$ cat src/rtl/instr_fetch_buf.sv
// Instruction fetch front-end: issues word reads to the instruction bus, buffers
// returned words with their PCs in a small FIFO, and hands them to decode.
module instr_fetch_buf #(
   parameter logic [31:0] RESET_PC = 32'h0000_0000,
   parameter int          DEPTH    = 4
) (
   input  logic        clk,
   input  logic        rst,
   output logic        bus_rd_req,
   output logic [31:0] bus_rd_addr,
   input  logic        bus_rd_gnt,
   input  logic [31:0] bus_rd_data,
   input  logic        redirect_valid,
   input  logic [31:0] redirect_pc,
   output logic        out_valid,
   input  logic        out_ready,
   output logic [31:0] out_pc,
   output logic [31:0] out_instr
);

   localparam int CW = $clog2(DEPTH);
   localparam logic [CW:0] DEPTH_C = (CW+1)'(DEPTH);

   logic [31:0]   fetch_pc_q, fetch_pc_d;
   logic          inflight_q, inflight_d;
   logic [31:0]   inflight_pc_q, inflight_pc_d;
   logic          drop_q, drop_d;
   logic [CW:0]   count_q, count_d;
   logic [CW-1:0] rd_ptr_q, rd_ptr_d;
   logic [CW-1:0] wr_ptr_q, wr_ptr_d;

   logic [31:0]   pc_mem    [DEPTH];
   logic [31:0]   instr_mem [DEPTH];

   logic          grant;
   logic          push;
   logic          pop;
   logic [CW:0]   occ;

   // Credit check counts the in-flight word so every granted read has a slot.
   always_comb begin
      occ         = count_q + {{CW{1'b0}}, inflight_q};
      bus_rd_req  = !rst && !redirect_valid && (occ < DEPTH_C);
      bus_rd_addr = fetch_pc_q;
      out_valid   = !rst && (count_q != '0);
      out_pc      = pc_mem[rd_ptr_q];
      out_instr   = instr_mem[rd_ptr_q];
      grant       = bus_rd_req && bus_rd_gnt;
      push        = inflight_q && !drop_q && !redirect_valid;
      pop         = out_valid && out_ready && !redirect_valid;
   end

   always_comb begin
      fetch_pc_d    = fetch_pc_q;
      inflight_d    = 1'b0;
      inflight_pc_d = inflight_pc_q;
      drop_d        = drop_q;
      count_d       = count_q;
      rd_ptr_d      = rd_ptr_q;
      wr_ptr_d      = wr_ptr_q;
      if (redirect_valid) begin
         fetch_pc_d = redirect_pc & 32'hFFFF_FFFC;
         drop_d     = 1'b0;
         count_d    = '0;
         rd_ptr_d   = '0;
         wr_ptr_d   = '0;
      end else begin
         if (grant) begin
            inflight_d    = 1'b1;
            inflight_pc_d = fetch_pc_q;
            fetch_pc_d    = fetch_pc_q + 32'd4;
         end
         if (push) wr_ptr_d = wr_ptr_q + 1'b1;
         if (pop)  rd_ptr_d = rd_ptr_q + 1'b1;
         unique case ({push, pop})
            2'b10:   count_d = count_q + 1'b1;
            2'b01:   count_d = count_q - 1'b1;
            default: count_d = count_q;
         endcase
      end
   end

   always_ff @(posedge clk) begin
      if (rst) begin
         fetch_pc_q    <= RESET_PC;
         inflight_q    <= 1'b0;
         inflight_pc_q <= RESET_PC;
         drop_q        <= 1'b0;
         count_q       <= '0;
         rd_ptr_q      <= '0;
         wr_ptr_q      <= '0;
      end else begin
         fetch_pc_q    <= fetch_pc_d;
         inflight_q    <= inflight_d;
         inflight_pc_q <= inflight_pc_d;
         drop_q        <= drop_d;
         count_q       <= count_d;
         rd_ptr_q      <= rd_ptr_d;
         wr_ptr_q      <= wr_ptr_d;
      end
   end

   always_ff @(posedge clk) begin
      if (push && !rst) begin
         pc_mem[wr_ptr_q]    <= inflight_pc_q;
         instr_mem[wr_ptr_q] <= bus_rd_data;
      end
   end

endmodule

$ cat config.mk
export PLATFORM = sky130hd
export DESIGN_NAME = instr_fetch_buf
export DESIGN_NICKNAME = d
export VERILOG_FILES = /design/src/rtl/instr_fetch_buf.sv
export SDC_FILE = /design/constraint.sdc
export NUM_CORES = 1
export LEC_CHECK = 0
export ABC_AREA = 1
export CORE_MARGIN = 1
export CORE_UTILIZATION = 50
export CTS_CLUSTER_DIAMETER = 50
export DETAILED_ROUTE_END_ITERATION = 16
export GPL_TIMING_DRIVEN = 0
export MAX_ROUTING_LAYER = met4
export PLACE_DENSITY = 0.76
export SYNTH_ARGS = -nofsm -noshare
export SYNTH_HDL_FRONTEND = slang
export SYNTH_SLANG_ARGS = --single-unit
$ cat constraint.sdc
create_clock -name clk -period 5.3 [get_ports clk]
set_input_delay 1.59 -clock clk [delete_from_list [all_inputs] [get_ports clk]]
set_output_delay 1.59 -clock clk [all_outputs]
set_load 0.01 [all_outputs]
Word-level counts from Yosys, hierarchy flattened
Memory sizes are Yosys's and may differ from the RTL's. A register that Yosys moved wholly into a read port is not among the register bits.
Cells that the tools add are included.
Word-level totals
  bits in registers: 72
  bits in writable memories: 256
  input bits: 69
  output and inout bits: 98
  logic and storage cells: 44
  memories: 2
Memories
  instr_mem: depth 4, bits a word 32, rd ports 1, clocked after memory_dff 1, write ports 1, RTL line 33  | logic [31:0] instr_mem [DEPTH];
  pc_mem: depth 4, bits a word 32, rd ports 1, clocked after memory_dff 1, write ports 1, RTL line 32  | logic [31:0] pc_mem [DEPTH];
Cells by class
  add/sub/neg operators: 6
  order comparisons: 1
  eq/ne operators: 2
  muxes and demuxes: 10
  bitwise gates (word level): 1
  reduce and logical (&&, ||, !) cells: 15
Operators with widths (number)
  2-to-1 mux 32 bit: 2
  adder 32 x 3 -> 32 bit, second input constant: 1
  logical AND 1 bit: 8
  2-to-1 mux 2 bit: 4
  one-hot mux 3 bit (2 select lines): 1
  adder 2 x 1 -> 2 bit, second input constant: 2
  nonzero test 2 bit: 2
  adder 3 x 1 -> 3 bit: 1
  adder 3 x 1 -> 3 bit, second input constant: 1
  less-than comparator 3 bit, second input constant: 1
  2-to-1 mux 1 bit: 3
  nonzero test 3 bit: 1
  subtractor 3 x 1 -> 3 bit, second input constant: 1
  equality test 2 x 1 -> 1 bit, second input constant: 1
  equality test 2 bit, second input constant: 1
  logical NOT 1 bit: 2
  AND reduction 2 bit: 1
  OR reduction 2 bit: 1
  NOT 1 bit: 1

Longest topological paths before layout
Gate-level depths: netlist (run 1).
  word-level depth: 6
  depth in mapped cells: 12
  gate-level depth less buffers: 11

Least setup slack after synthesis (run 1)
No wires, ideal clock.
  path type: input to register
  start: input rst
  end: memory instr_mem[0][0], enable pin
  library setup time: 0.482 ns
  data arrival time: 4.686 ns
  required time: 4.818 ns
  path slack: 0.132 ns
  stages: 5
  path buffers: 2
  cell sequence: clkbuf_1 nor2_2 buf_4 nand2_1 nor2_1
On the way
  cells in the longest elaborated chain, start to end: 4
Ends and longest elaborated chain
  start, declared: RTL line 8  | input logic rst,
  logical NOT 1 bit: RTL line 104  | if (push && !rst) begin
  logical AND 1 bit: RTL line 104
  2-to-1 mux 1 bit: RTL line 104
  2-to-1 mux 1 bit (implied by the code): RTL line 106  | instr_mem[wr_ptr_q] <= bus_rd_data;
  end, declared: RTL line 33
No other way between the ends.

Worst setup path after layout (run 1)
  start: input redirect_valid
  end: output bus_rd_req
On the way
  cells in the longest elaborated chain, start to end: 3
Ends and longest elaborated chain
  start, declared: RTL line 13  | input logic redirect_valid,
  logical NOT 1 bit: RTL line 43  | bus_rd_req = !rst && !redirect_valid && (occ < DEPTH_C);
  logical AND 1 bit (2 in a row): RTL line 43
  end, declared: RTL line 9  | output logic bus_rd_req,
No other way between the ends.

==> key figures, run 1 <==
Synthesis
  • Post-Synth Simple-Gate Area: 13.2%
  • Fraction of synthesized cell area in xor and xnor cells: 0.616%
  • Synth warnings: 0
  • Synthesized flop and latch total: 318
  • Distinct cell type count after synthesis: 32
  • Async S/R FF share, synth: 0%
  • Main combinational cell family by area after synthesis: simple AND/OR/NAND/NOR gates
  • Multiplexer share of the synthesized area: 0%
  • Post-synth EDFFs: 248
  • Synthesized area: 0.0128 mm^2
  • Synth Area in Compound Gates: 11.9%
  • Register area share after synthesis: 69.1%
  • Adder-cell area share of the yosys netlist: 0.743%
  • Syn Area/Cell: 11.1 um^2
  • Most used DFF post-synth: edfxtp_1
  • Synth Instances: 1,156

Floorplan
  • Row count: 58
  • Die Y: 162 um
  • Die W: 162 um
  • Die area: 0.0262 mm^2
  • Core ar.: 0.0252 mm^2
  • I/O pins: 167
  • Starting Density: 50.8%

Hold path
  • Hold crit path type: reg -> reg
  • Hold path start: rd_ptr_q[1]$_SDFFE_PP0P_

Timing
  • Worst relative slew slack: 49.0%
  • Worst-margin pin slew: 0.763 ns
  • Tcrit/Tclk final: 89.3%
  • Post-layout min period: 4.73 ns
  • F_max: 0.211 GHz
  • RSZ-0062 raised after global routing: no
  • Worst hold margin: 0.489 ns
  • Setup violators final: 0
  • Fin. Hold Viols: 0
  • Worst Clk Skew: 0.00841 ns
  • Final Max Tran Viols: 0

Power
  • Pwr Total: 5290 uW
  • Worst VDD drop: 0.193 mV
  • P_leak: 0.00563 uW
  • PwrDens: 328 mW/mm^2

Global routing
  • Initial antenna violation count: 0
  • GR Util met3: 3.24%
  • Grt met2 use: 39.5%
  • Total GRT Usage: 24.2%
  • Vias in the first global route: 9,171
  • Met1 usage: 31.0%
  • Total gr overflow: 0
  • Pin count of the biggest net entering global routing: 31
  • First-pass GRT wire length: 47,500 um
  • Most Used Layer, Global Route: met2

Placement
  • Placer Congestion: 0.970
  • Port bufs: 159
  • HPWL after DPL: 20,300 um
  • # placed instances: 1,656

Clocking
  • Root buf cell: clkbuf_16
  • Clk pin slew, worst setup/hold paths: 0.06 ns
  • Num CTS Buffers: 34
  • Clock tree buffer depth: 3
  • Hold Buf Count CTS: 0
  • Clk Latency, worst-skew pair: 0.51 ns
  • Post-CTS setup buffer count: 0
  • Post-CTS sizing: 0
  • Clk sink count: 318
  • CTS tree: built
  • H-Tree Depth: 2

Routing
  • Initial DRC count: 831
  • Remaining DRCs: 0
  • WL/cell: 17.8 um
  • Final wirelength: 30,600 um
  • Routed Antenna Nets: 0
  • First drt pass iteration count: 6
  • Via count: 9,324
  • DR vias/cell: 5.43

Finish
  • Register Area: 0.00885 mm^2
  • Most frequent cells in the layout: edfxtp_1, o21ai_0, clkdlybuf4s50_1
  • Share of layout cells above drive strength 1: 8.44%
  • Post-route insts no fill: 1,717
  • Ant diodes: 0
  • Area of the multi-input gates: 0.00343 mm^2
  • Layout Nets: 1,438
  • P&R area growth vs syn: 26.1%
  • Commonest non-fill, non-tap cell in the layout: edfxtp_1
  • Final core utilization: 64.1%
  • Fillcell total: 1,917

Worst setup path
  • Startpoint types: input pin
  • Critical Path Fanout Max: 10
  • Req. time, crit path: 3.71 ns
  • WP buf/inv: 4
  • Cell-by-cell trace of the critical path: clkdlybuf4s50_1, nor2_2, buf_4, nand2_1, inv_1, clkdlybuf4s50_1
  • R2R setup slack: 3.19 ns
  • Nature of the critical path endpoint: output port
  • Slowest Stage Delay on Critical Path: 0.52 ns
  • Worst path most repeated cell: clkdlybuf4s50_1
  • RR Startpoint: inflight_q$_SDFF_PP0_
  • Setup CP Type: in -> out
  • Worst Setup SP: redirect_valid
  • Critical Path AT: 3.14 ns
  • Slowest CP cell: clkdlybuf4s50_1
  • CP top delay family: buffers and inverters

Job
  • Max Cap Viol: 0

Outcome
  • Status: finished, final reports clean
==> flip-flops by register name, summed over array words and instances, names as in the netlist, named ones only <==
name,flops
wr_ptr_q,2
bus_rd_addr,30
inflight_q,1
instr_mem,128
count_q,3
rd_ptr_q,2
pc_mem,120
inflight_pc_q,30
==> worst register-to-register path, delay by kind of cell, from the launching register on <==
kind | cells | cell delay, ns
AND/OR/NAND/NOR | 2 | 0.91
flip-flops | 1 | 0.39
buffers and inverters | 2 | 0.48
==> metrics by stage <==
stage                     setup slack (ns)  instance area (um^2)  setup TNS (ns)
after floorplan                      0.132                 12800               0
after global placement               -2.32                 14800         -550.10
after detailed placement             0.559                 15000               0
after CTS                            0.556                 16100               0
after global routing                 0.489                 16100               0
final                                0.569                 16100               0
==> layout make-up <==
type	instances	area share (%)
clock buffers	40	5.81
clock inverters	21	1.12
well taps	330	2.56
plain buffers	67	1.91
flip-flops and latches	318	54.8
multi-input cells	705	21.2
inverters	69	1.60
repair buffers	167	10.9
==> report_power, final <==
group          internal, uW  switching [uW]
Sequential             2710            40.3
Combinational           113             112
Clock                  1380             937
==> logic make-up after synthesis <==
logic type,after synthesis
AO/OA/AOI/OAI,284
other,1
XOR/XNOR,9
adder cells (fa/ha/maj),7
flip-flops,318
AND/OR/NAND/NOR,401
buffers and inverters,136
==> Yosys cell counts, types with 8 or more instances <==
cell type	count	area [um^2]
edfxtp_1	248	7450
nor2_1	160	601
o21ai_0	160	801
nand2_1	158	593
dfxtp_1	70	1400
inv_1	67	251
o22ai_1	62	388
nand3_1	53	265
a21oi_1	51	255
clkbuf_1	41	154
buf_2	16	80.1
nor2_2	9	56.3
buf_4	8	60.1
==> final timing paths <==
kind | end | cells past startpoint
min | rd_ptr_q[1]$_SDFFE_PP0P_ | 2
max | bus_rd_req | 6
min reg2reg | rd_ptr_q[1]$_SDFFE_PP0P_ | 2
max reg2reg | instr_mem[1][5]$_DFFE_PP_ | 4
==> layer usage <==
layer  wire length [um]  vias to the layer above
met1              13000                     4396
met5                  0                        -
li1                   -                     4485
met4                713                        0
met3               2000                       53
met2              14900                      390
No activity file was read; power rests on OpenSTA's default activity.
==> run 2: changes to the inputs <==
--- a/config.mk
+++ b/config.mk
@@ -13,6 +13,7 @@
 export GPL_TIMING_DRIVEN = 0
 export MAX_ROUTING_LAYER = met4
 export PLACE_DENSITY = 0.76
+export RECOVER_POWER = 50
 export SYNTH_ARGS = -nofsm -noshare
 export SYNTH_HDL_FRONTEND = slang
 export SYNTH_SLANG_ARGS = --single-unit
==> run 2 against run 1 <==
  * Clock-buffer cell count is the same
  * Combinational power shrank 3%
  * Via count shrank 0.35%
  * Global-route usage is the same
  * Critical path depth is the same
  * Sequential share of layout area grew 0.15 points
  * Fmax shrank 2.6%
  * Critical endpoint unchanged
  * Clock skew grew 0.0011 ns
  * Routed wire length shrank 0.11%
==> key figures, run 2 (synthesis results as in run 1) <==
Clocking
  • Num CTS Buffers: 34 (unchanged)
  • Post-CTS sizing: 0 (unchanged)
  • H-Tree Depth: 2 (unchanged)
  • Clk pin slew, worst setup/hold paths: 0.06 ns (about the same)
  • Hold Buf Count CTS: 0 (unchanged)
  • Root buf cell: clkbuf_16
  • Clk Latency, worst-skew pair: 0.51 ns (about the same)
  • Post-CTS setup buffer count: 0 (unchanged)
  • Clk sink count: 318 (unchanged)
  • CTS tree: built
  • Clock tree buffer depth: 3 (unchanged)

Worst setup path
  • Cell-by-cell trace of the critical path: dlygate4sd3_1, nor2_1, buf_4, nand2_1, inv_1, clkdlybuf4s50_1
  • RR Startpoint: wr_ptr_q[0]$_SDFFE_PP0P_
  • R2R setup slack: 2.90 ns (-0.29 ns)
  • Nature of the critical path endpoint: output port
  • Setup CP Type: in -> out
  • Startpoint types: input pin
  • Slowest Stage Delay on Critical Path: 0.62 ns (+0.10 ns)
  • Req. time, crit path: 3.71 ns (about the same)
  • Slowest CP cell: dlygate4sd3_1
  • Critical Path AT: 3.27 ns (+0.13 ns)
  • Critical Path Fanout Max: 10 (unchanged)
  • Register-to-Register Path Depth: 6 (+2)
  • RR Endpoint: instr_mem[2][8]$_DFFE_PP_

Routing
  • Via count: 9,291 (-0.35%)
  • Final wirelength: 30,500 um (-0.11%)
  • Remaining DRCs: 0 (unchanged)
  • DR vias/cell: 5.41 (-0.35%)
  • WL/cell: 17.8 um (-0.11%)
  • Initial DRC count: 834 (+0.36%)
  • Routed Antenna Nets: 0 (unchanged)
  • First drt pass iteration count: 5 (-1)

Timing
  • Worst-margin pin slew: 1.22 ns (+0.458 ns)
  • Setup violators final: 0 (unchanged)
  • Fin. Hold Viols: 0 (unchanged)
  • F_max: 0.206 GHz (-2.6%)
  • Worst Clk Skew: 0.00955 ns (+0.00114 ns)
  • Post-layout min period: 4.86 ns (+0.125 ns)
  • Final Max Tran Viols: 0 (unchanged)
  • Worst relative slew slack: 18.3% (-31 points)
  • RSZ-0062 raised after global routing: no
  • Final worst slack: 0.444 ns (-0.125 ns)
  • Tcrit/Tclk final: 91.6% (+2.4 points)
  • Fin Setup TNS: 0 ns (unchanged)

Finish
  • Commonest non-fill, non-tap cell in the layout: edfxtp_1
  • Final core utilization: 63.9% (-0.17 points)
  • Share of layout cells above drive strength 1: 7.43% (-1.0 points)
  • P&R area growth vs syn: 25.7%
  • Most flop-heavy register: instr_mem
  • Fillcell total: 1,931 (+0.73%)
  • Layout Nets: 1,438 (unchanged)
  • Most frequent cells in the layout: edfxtp_1, nor2_1, o21ai_0
  • Ant diodes: 0 (unchanged)
  • Area of the multi-input gates: 0.00340 mm^2 (-0.73%)
  • Register Area: 0.00885 mm^2 (unchanged)
  • Max reg flops: 128 (unchanged)
  • Top flop regs: instr_mem (128), pc_mem (120)

Power
  • Sw Share: 20.6% (+0.035 points)
  • Power share of the clock group: 43.8% (about the same)
  • P_leak: 0.00562 uW (-0.16%)
  • Worst VDD drop: 0.195 mV (+0.69%)
  • Combinational share of power: 4.1% (-0.2 points)
  • Sequential Power Share: 52.1% (about the same)
  • PwrDens: 328 mW/mm^2 (+0.14%)
  • Pwr Total: 5280 uW (-0.12%)
  • Switch Pwr: 1090 uW (about the same)
  • Internal power: 4190 uW (-0.17%)

Hold path
  • Hold path cells: 2 (unchanged)
  • Hold path start: rd_ptr_q[1]$_SDFFE_PP0P_
  • Hold crit path type: reg -> reg
  • Hold Path End: rd_ptr_q[1]$_SDFFE_PP0P_

Floorplan
  • Core ar.: 0.0252 mm^2 (unchanged)
  • Starting Density: 50.8% (unchanged)
  • I/O pins: 167 (unchanged)
  • Die W: 162 um (unchanged)
  • Row count: 58 (unchanged)
  • Die Y: 162 um (unchanged)
  • Die area: 0.0262 mm^2 (unchanged)

Global routing
  • Pin count of the biggest net entering global routing: 31 (unchanged)
  • Vias in the first global route: 9,171 (unchanged)
  • Initial antenna violation count: 0 (unchanged)
  • Total gr overflow: 0 (unchanged)
  • Total GRT Usage: 24.2% (unchanged)
  • First-pass GRT wire length: 47,500 um (unchanged)

Placement
  • Port bufs: 159 (unchanged)
  • Dpl ws: 0.559 ns (unchanged)
  • Placer Congestion: 0.970 (unchanged)
  • HPWL after DPL: 20,300 um (unchanged)

Outcome
  • Status: finished, final reports clean

Job
  • Max Cap Viol: 0 (unchanged)
## run 2: cell count changes in the layout (fill, tap and decap cells not counted), moves of 2 or more
cell             delta
buf_2               -5
nor2_2              -2
dlygate4sd3_1      +37
buf_4               -3
clkdlybuf4s50_1    -37
nor2_1              +4
nor2_4              -2
clkbuf_1            +8
## run 2: worst max path at each step
stage	from	endpoint	slack, ns	cells past startpoint
after floorplan	rst	instr_mem[0][0]$_DFFE_PP_	0.13	5
after global placement	redirect_valid	instr_mem[3][4]$_DFFE_PP_	-2.32	5
after detailed placement	redirect_valid	bus_rd_req	0.56	6
after CTS	redirect_valid	bus_rd_req	0.56	6
after global routing	redirect_valid	bus_rd_req	0.35	6
final	redirect_valid	bus_rd_req	0.44	6
## run 2: worst max-delay path, delay by kind of cell
family / cells / cell delay (ns)
buffers and inverters: 4 / 1.38
and+or+nand+nor: 2 / 0.29
## run 2: stage by stage
step | hold slack (ns) | instances | area (um^2)
2_1_floorplan | 0.436 | 1159 | 12800
3_3_place_gp | 0.454 | 1648 | 14800
3_5_place_dp | 0.465 | 1656 | 15000
4_1_cts | 0.487 | 1717 | 16100
5_1_grt | 0.518 | 1717 | 16100
6_report | 0.486 | 1717 | 16100
## run 2: metal layers
metal / wire, um / vias up / global-route usage (%)
li1: - / 4486 / -
met1: 13000 / 4348 / 31.0
met2: 14800 / 400 / 39.5
met3: 1970 / 57 / 3.24
met4: 737 / 0 / 8.58
met5: 0 / - / -
## run 2: layout make-up
| type | count | share of cell area (%) |
|---|---|---|
| flip-flops and latches | 318 | 55.0 |
| well taps | 330 | 2.56 |
| clock buffers | 40 | 5.82 |
| repair buffers | 167 | 11.0 |
| plain buffers | 67 | 1.81 |
| inverters | 69 | 1.61 |
| clock inverters | 21 | 1.12 |
| multi-input cells | 705 | 21.1 |
## run 2: power groups by stage
stage / sequential, uW / combinational (uW) / clock, uW
floorplan: 2800 / 90.3 / 0
global placement: 2800 / 216 / 0
detailed placement: 2800 / 222 / 0
CTS: 2750 / 225 / 2340
global route: 2750 / 238 / 2440
finish: 2750 / 218 / 2320
==> run 3: changes to the inputs <==
--- a/config.mk
+++ b/config.mk
@@ -14,6 +14,7 @@
 export MAX_ROUTING_LAYER = met4
 export PLACE_DENSITY = 0.76
 export RECOVER_POWER = 50
+export SETUP_SLACK_MARGIN = 0.2
 export SYNTH_ARGS = -nofsm -noshare
 export SYNTH_HDL_FRONTEND = slang
 export SYNTH_SLANG_ARGS = --single-unit
==> results of run 3 <==
Final layout, timing and power as in run 2 (identical DEF).
